**src/rtl/api_rx_parser_pkg.sv**
```systemverilog
// Shared definitions for the API RX response parser: block geometry,
// framing constants, parser state encoding and small helper functions.
package api_rx_parser_pkg;

  // Response block geometry (words, indices within a block)
  localparam int RX_BLOCK_LEN = 11;
  localparam int NONCE_IDX    = 2;
  localparam int MARK_IDX     = 9;
  localparam int LAST_IDX     = RX_BLOCK_LEN - 1;

  // Framing constants
  localparam logic [31:0] MARK_VAL = 32'hbeafbeaf;
  localparam logic [7:0]  TAG_VAL  = 8'h12;

  typedef enum logic [2:0] {
    ST_IDLE   = 3'd0,
    ST_READ   = 3'd1,
    ST_CHECK  = 3'd2,
    ST_EMIT   = 3'd3,
    ST_RESYNC = 3'd4
  } rx_state_t;

  // A word closes a block when it carries the tag and a zero reserved nibble.
  function automatic logic tag_ok(input logic [31:0] w);
    return (w[15:8] == TAG_VAL) && (w[7:4] == 4'h0);
  endfunction

  // Increment that sticks at all-ones instead of wrapping.
  function automatic logic [15:0] sat_inc16(input logic [15:0] v);
    return (v == 16'hffff) ? v : (v + 16'd1);
  endfunction

endpackage

```
**src/rtl/api_rx_dupfilt.sv**
```systemverilog
// Per-miner last-nonce store for the RX parser duplicate filter.
// Holds the most recently emitted nonce and a valid bit for each of the
// 16 miner ids; flags a candidate nonce that repeats the stored one.
module api_rx_dupfilt
  import api_rx_parser_pkg::*;
(
  input  logic        clk,
  input  logic        rst,
  input  logic        reg_rst,
  input  logic [3:0]  i_miner_id,
  input  logic [31:0] i_nonce,
  output logic        o_dup,
  input  logic        i_wr_en,
  input  logic [3:0]  i_wr_miner_id,
  input  logic [31:0] i_wr_nonce
);

  logic [15:0] r_vld;
  logic [31:0] r_nonce [16];

  // Record each emitted nonce against its miner; clears forget all history.
  always_ff @(posedge clk or posedge rst) begin
    if (rst) begin
      r_vld <= 16'h0000;
      for (int i = 0; i < 16; i++) begin
        r_nonce[i] <= 32'h0000_0000;
      end
    end else if (reg_rst) begin
      r_vld <= 16'h0000;
      for (int i = 0; i < 16; i++) begin
        r_nonce[i] <= 32'h0000_0000;
      end
    end else if (i_wr_en) begin
      r_vld[i_wr_miner_id]   <= 1'b1;
      r_nonce[i_wr_miner_id] <= i_wr_nonce;
    end else begin
      r_vld <= r_vld;
    end
  end

  // Candidate is a duplicate only when that miner already has a stored nonce.
  always_comb begin
    o_dup = r_vld[i_miner_id] && (r_nonce[i_miner_id] == i_nonce);
  end

endmodule

```
**src/rtl/api_rx_parser.sv**
```systemverilog
// API RX response parser: drains fixed-length chip response blocks from the
// FWFT RX FIFO, checks framing, and emits one record per nonce on a
// valid/ready stream. Keeps saturating nonce and framing-error counters and
// skips to the next block boundary after a corrupt block.
// Optional build macro: API_RX_DUP_FILTER_EN (drop repeated nonces per miner).
module api_rx_parser
  import api_rx_parser_pkg::*;
(
  input  logic        clk,
  input  logic        rst,
  input  logic        reg_rst,
  input  logic        rx_fifo_empty,
  input  logic [31:0] rx_fifo_dout,
  input  logic [9:0]  rx_fifo_data_count,
  output logic        rx_fifo_rd_en,
  output logic        out_valid,
  input  logic        out_ready,
  output logic [31:0] out_nonce,
  output logic [31:0] out_job,
  output logic [15:0] out_chip,
  output logic [3:0]  out_miner_id,
  output logic [15:0] nonce_cnt,
  output logic [15:0] err_cnt,
  output logic        busy
);

  localparam logic [3:0] IDX_FIRST = 4'd0;
  localparam logic [3:0] IDX_NONCE = 4'(NONCE_IDX);
  localparam logic [3:0] IDX_MARK  = 4'(MARK_IDX);
  localparam logic [3:0] IDX_LAST  = 4'(LAST_IDX);
  localparam logic [9:0] BLOCK_WORDS = 10'(RX_BLOCK_LEN);

  rx_state_t   r_state;
  rx_state_t   w_state_nxt;
  logic [3:0]  r_idx;
  logic [31:0] r_word_job;
  logic [31:0] r_word_nonce;
  logic [31:0] r_word_mark;
  logic [31:0] r_word_last;

  logic        r_out_valid;
  logic [31:0] r_out_nonce;
  logic [31:0] r_out_job;
  logic [15:0] r_out_chip;
  logic [3:0]  r_out_miner;
  logic [15:0] r_nonce_cnt;
  logic [15:0] r_err_cnt;

  logic        w_rd_en;
  logic        w_load_out;
  logic        w_handshake;
  logic        w_err_inc;
  logic        w_tag_ok;
  logic        w_mark_ok;
  logic        w_dup;
  logic        w_emit;

  assign w_tag_ok  = tag_ok(r_word_last);
  assign w_mark_ok = (r_word_mark == MARK_VAL);
  assign w_emit    = w_tag_ok && w_mark_ok && !w_dup;

`ifdef API_RX_DUP_FILTER_EN
  api_rx_dupfilt u_dupfilt (
    .clk           (clk),
    .rst           (rst),
    .reg_rst       (reg_rst),
    .i_miner_id    (r_word_last[3:0]),
    .i_nonce       (r_word_nonce),
    .o_dup         (w_dup),
    .i_wr_en       (w_handshake),
    .i_wr_miner_id (r_out_miner),
    .i_wr_nonce    (r_out_nonce)
  );
`else
  assign w_dup = 1'b0;
`endif

  // FSM state register; soft clear returns to IDLE from any state.
  always_ff @(posedge clk or posedge rst) begin
    if (rst) begin
      r_state <= ST_IDLE;
    end else if (reg_rst) begin
      r_state <= ST_IDLE;
    end else begin
      r_state <= w_state_nxt;
    end
  end

  // FSM next-state logic.
  always_comb begin
    w_state_nxt = r_state;
    case (r_state)
      ST_IDLE: begin
        if (rx_fifo_data_count >= BLOCK_WORDS) begin
          w_state_nxt = ST_READ;
        end else begin
          w_state_nxt = ST_IDLE;
        end
      end
      ST_READ: begin
        if (w_rd_en && (r_idx == IDX_LAST)) begin
          w_state_nxt = ST_CHECK;
        end else begin
          w_state_nxt = ST_READ;
        end
      end
      ST_CHECK: begin
        if (!w_tag_ok) begin
          w_state_nxt = ST_RESYNC;
        end else if (w_emit) begin
          w_state_nxt = ST_EMIT;
        end else begin
          w_state_nxt = ST_IDLE;
        end
      end
      ST_EMIT: begin
        if (out_ready) begin
          w_state_nxt = ST_IDLE;
        end else begin
          w_state_nxt = ST_EMIT;
        end
      end
      ST_RESYNC: begin
        if (w_rd_en && tag_ok(rx_fifo_dout)) begin
          w_state_nxt = ST_IDLE;
        end else begin
          w_state_nxt = ST_RESYNC;
        end
      end
      default: begin
        w_state_nxt = ST_IDLE;
      end
    endcase
  end

  // FSM outputs: FIFO pops (held off during soft clear) and datapath strobes.
  always_comb begin
    w_rd_en     = 1'b0;
    w_load_out  = 1'b0;
    w_handshake = 1'b0;
    w_err_inc   = 1'b0;
    case (r_state)
      ST_READ, ST_RESYNC: begin
        w_rd_en = !rx_fifo_empty && !reg_rst;
      end
      ST_CHECK: begin
        w_load_out = w_emit;
        w_err_inc  = !w_tag_ok;
      end
      ST_EMIT: begin
        w_handshake = out_ready;
      end
      default: begin
        w_rd_en = 1'b0;
      end
    endcase
  end

  // Capture the words of interest as the block streams out of the FIFO.
  always_ff @(posedge clk or posedge rst) begin
    if (rst) begin
      r_idx        <= 4'd0;
      r_word_job   <= 32'h0000_0000;
      r_word_nonce <= 32'h0000_0000;
      r_word_mark  <= 32'h0000_0000;
      r_word_last  <= 32'h0000_0000;
    end else if (reg_rst) begin
      r_idx        <= 4'd0;
      r_word_job   <= 32'h0000_0000;
      r_word_nonce <= 32'h0000_0000;
      r_word_mark  <= 32'h0000_0000;
      r_word_last  <= 32'h0000_0000;
    end else if ((r_state == ST_READ) && w_rd_en) begin
      case (r_idx)
        IDX_FIRST: r_word_job   <= rx_fifo_dout;
        IDX_NONCE: r_word_nonce <= rx_fifo_dout;
        IDX_MARK:  r_word_mark  <= rx_fifo_dout;
        IDX_LAST:  r_word_last  <= rx_fifo_dout;
        default:   r_word_job   <= r_word_job;
      endcase
      r_idx <= (r_idx == IDX_LAST) ? 4'd0 : (r_idx + 4'd1);
    end else begin
      r_idx <= r_idx;
    end
  end

  // Output record: loaded on a good block, held until the consumer takes it.
  always_ff @(posedge clk or posedge rst) begin
    if (rst) begin
      r_out_valid <= 1'b0;
      r_out_nonce <= 32'h0000_0000;
      r_out_job   <= 32'h0000_0000;
      r_out_chip  <= 16'h0000;
      r_out_miner <= 4'h0;
    end else if (reg_rst) begin
      r_out_valid <= 1'b0;
      r_out_nonce <= 32'h0000_0000;
      r_out_job   <= 32'h0000_0000;
      r_out_chip  <= 16'h0000;
      r_out_miner <= 4'h0;
    end else if (w_load_out) begin
      r_out_valid <= 1'b1;
      r_out_nonce <= r_word_nonce;
      r_out_job   <= r_word_job;
      r_out_chip  <= r_word_last[31:16];
      r_out_miner <= r_word_last[3:0];
    end else if (w_handshake) begin
      r_out_valid <= 1'b0;
    end else begin
      r_out_valid <= r_out_valid;
    end
  end

  // Saturating statistics: accepted records and framing errors.
  always_ff @(posedge clk or posedge rst) begin
    if (rst) begin
      r_nonce_cnt <= 16'h0000;
      r_err_cnt   <= 16'h0000;
    end else if (reg_rst) begin
      r_nonce_cnt <= 16'h0000;
      r_err_cnt   <= 16'h0000;
    end else begin
      r_nonce_cnt <= w_handshake ? sat_inc16(r_nonce_cnt) : r_nonce_cnt;
      r_err_cnt   <= w_err_inc   ? sat_inc16(r_err_cnt)   : r_err_cnt;
    end
  end

  assign rx_fifo_rd_en = w_rd_en;
  assign out_valid     = r_out_valid;
  assign out_nonce     = r_out_nonce;
  assign out_job       = r_out_job;
  assign out_chip      = r_out_chip;
  assign out_miner_id  = r_out_miner;
  assign nonce_cnt     = r_nonce_cnt;
  assign err_cnt       = r_err_cnt;
  assign busy          = (r_state != ST_IDLE);

endmodule
```
**config.mk**
```make
export PLATFORM = sky130hd
export DESIGN_NAME = api_rx_parser
export DESIGN_NICKNAME = d
export VERILOG_FILES = /design/src/rtl/api_rx_parser_pkg.sv /design/src/rtl/api_rx_dupfilt.sv /design/src/rtl/api_rx_parser.sv
export SDC_FILE = /design/constraint.sdc
export NUM_CORES = 1
export LEC_CHECK = 0
export CAP_MARGIN = 20
export CORE_UTILIZATION = 46
export DETAILED_ROUTE_END_ITERATION = 10
export PLACE_DENSITY = 0.71
export SLEW_MARGIN = 20
export SYNTH_ARGS = -nofsm -noshare
export SYNTH_HDL_FRONTEND = slang
export SYNTH_SLANG_ARGS = --single-unit
```
**constraint.sdc**
```tcl
create_clock -name clk -period 10.9 [get_ports clk]
set_clock_uncertainty 0.05 [all_clocks]
set_input_delay 3.27 -clock clk [delete_from_list [all_inputs] [get_ports clk]]
set_output_delay 3.27 -clock clk [all_outputs]
set_load 0.005 [all_outputs]
```
==> impl_metrics.ini <==
[placed_design]
io_buffers = 165
place.gp.congestion = 0.792
detailed_place_hpwl_mm = 16.8
place_area_um2 = 12600

[clocking]
cts_buffers = 26
holdBufCountCts = 0
post_cts_buffers = 0
clkLatencyLatePin_ps = 550
cts_root_buffer = clkbuf_16
h-tree-depth = 1
clockBufferDepth = 3
cts_tree = built
clk_pin_slew_ps = 60
cts_sinks = 252
ctsResizeCount = 0

[synth]
syn_area_per_cell_um2 = 9.06
synthFlopType = dfrtp_1
synth-edff-count = 0
synth-async-reset-ratio_pct = 100
synth_seq_cells = 252
ys_top_cells_by_count = nand2_1 (405), dfrtp_1 (252), a21oi_1 (191)
syn_inst = 1189
synth.area.top_cells = dfrtp_1 (59%), nand2_1 (14%), a21oi_1 (8.9%), clkbuf_1 (2.2%), nand2b_1 (2.0%)
synth_nets = 1238
synth_top_area_share_pct = 58.5
yosys.area.top_type = dfrtp_1
ys_types = 46
yosysMostFrequentCell = nand2_1
seq_area_frac_synth_pct = 58.5
yosysWarnings = 0
syn_area_um2 = 10800

[critical_path]
critPathRequiredTime_ps = 7580
arrival_ps = 4820
endpoint_kind = output pin
crit_fanout = 3
worstSetupPathType = in2out
cp-start-kind = input port

[routing]
first_iter_violations = 667
avgRoutedWirePerCell_um = 16.4
drtAntennaViolNets = 0
vias = 8697
drc = 0
post_drt_via_cell_ratio = 5.29
routed_wl_mm = 27.0
drt_pass1_iterations = 4

[sta]
rsz0062_at_grt = no
setup_viol = 0
timing_hold_violations_final = 0
maxSlewViolCount = 0
tightestPinTransition_ps = 978
fin_crit_sh_pct = 74.7
max-slew-margin-rel_pct = 33.9
period_minus_slack_ps = 8140
max_freq_mhz = 123
finalSetupTns_ps = 0

[global_routing]
grt.overflow.total = 0
grt_pass1_wl_mm = 44.0
grt_start_max_net_pins = 110
antenna_found_initial = 0
grt_pass1_vias = 8519
grt_usage_pct = 22.9

[floorplan]
die-area_um2 = 24000
initial_utilization_pct = 47.3
rows = 55
die_height_um = 155
pin_count = 166
die_w_um = 155
coreArea_um2 = 22800

[run_status]
status = completed

[finish]
post-route-cell-area_um2 = 13500
num_antenna_cells = 0
final_nets = 1361
syn2layout_area_growth_pct = 25.3
n_fill_cell = 2054
drive_gt1_share_pct = 5.03

[min_path]
hold_path_class = reg2reg

[power_and_ir_drop]
ir_drop_v = 0.0000894
p_per_area_nw_per_um2 = 148
p_leak_nw = 5.48

[job]
drv_cap = 0
-- critical path: stages --
cell             delay, ps
clkdlybuf4s50_1        510
nor4_1                 430
clkdlybuf4s50_1        610
-- kinds of logic (layout without fill, tap and decap cells) --
group                      count (synthesis)  after routing  synth area share [%]
xor gates and xnor gates                  28             28                  2.28
DFF                                      252            252                  58.5
muxes                                      2              2                 0.186
AOI/OAI and AO/OA                        241            241                  11.5
adders and majority gates                  2              2                 0.232
buffers and inverters                     84            227                  3.48
and+or+nand+nor                          580            580                  23.8
-- flip-flops by register name (all words and copies together), names as in the netlist --
name and count:
err_cnt 16, nonce_cnt 16, out_chip 16, out_job 32
out_miner_id 4, out_nonce 32, out_valid 1, r_idx 4
r_state 3, r_word_job 32, r_word_last 32, r_word_mark 32
r_word_nonce 32
-- cell type report --
| class | instances | area [um2] | share of cell area (%) |
|---|---|---|---|
| sequential | 252 | 6310 | 46.7 |
| multi-input combinational | 853 | 4120 | 30.5 |
| timing repair buffer | 176 | 1740 | 12.9 |
| clock buffer | 37 | 772 | 5.72 |
| tap | 313 | 392 | 2.90 |
| clock inverter | 11 | 151 | 1.12 |
| inverter | 3 | 18.8 | 0.139 |
-- layout by cell type, fill, tap and decap left out, drive strengths merged, types with 8 or more instances in the layout --
cell type	count
nand2b	34
nand4	15
nor2	43
o21ai	40
nand2	405
a21oi	191
nand3	20
xor2	16
clkbuf	37
dfrtp	252
xnor2	12
clkdlybuf4s50	164
and3	8
and4	8
buf	12
nor3	9
-- layer usage --
metal	GRT usage [%]	vias up	wire, um
li1	-	4171	-
met4	8.06	0	812
met5	0	-	0
met3	2.90	63	1060
met2	39.3	201	13600
met1	29.9	4262	11500
-- final timing paths --
check / slack (ps) / cells after the start / start / end
setup / recovery: 2760 / 3 / rx_fifo_empty / rx_fifo_rd_en
max in group asynchronous: 6070 / 3 / rst / r_word_last[8]$_DFFE_PP0P_
hold reg to reg: 420 / 2 / r_word_last[11]$_DFFE_PP0P_ / r_word_last[11]$_DFFE_PP0P_
min in group asynchronous: 3230 / 2 / rst / out_chip[2]$_DFFE_PP0P_
setup reg to reg: 7860 / 6 / r_word_last[13]$_DFFE_PP0P_ / out_nonce[7]$_DFFE_PP0P_
hold / removal: 420 / 2 / r_word_last[11]$_DFFE_PP0P_ / r_word_last[11]$_DFFE_PP0P_
-- power by group --
group / internal, mW / leakage (nW) / total (mW) / switching, mW
Clock: 0.565 / 0.443 / 0.940 / 0.375
Combinational: 0.0314 / 1.56 / 0.0986 / 0.0671
Sequential: 0.951 / 3.48 / 0.960 / 0.00916
Total: 1.55 / 5.48 / 2.00 / 0.451
-- metrics by stage --
step | setup slack [ps] | cells | total power, mW | utilization, % | hold WS [ps]
2_1_floorplan | 652 | 1189 | 1.03 | - | 391
3_3_place_gp | 2790 | 1597 | 1.08 | 55.2 | 403
3_5_place_dp | 2750 | 1597 | 1.08 | 55.2 | 412
4_1_cts | 2730 | 1645 | 2.02 | 59.2 | 426
5_1_grt | 2660 | 1645 | 2.07 | 59.2 | 462
6_report | 2760 | 1645 | 2.00 | 59.2 | 425
Power figures use the tool's default switching activity.
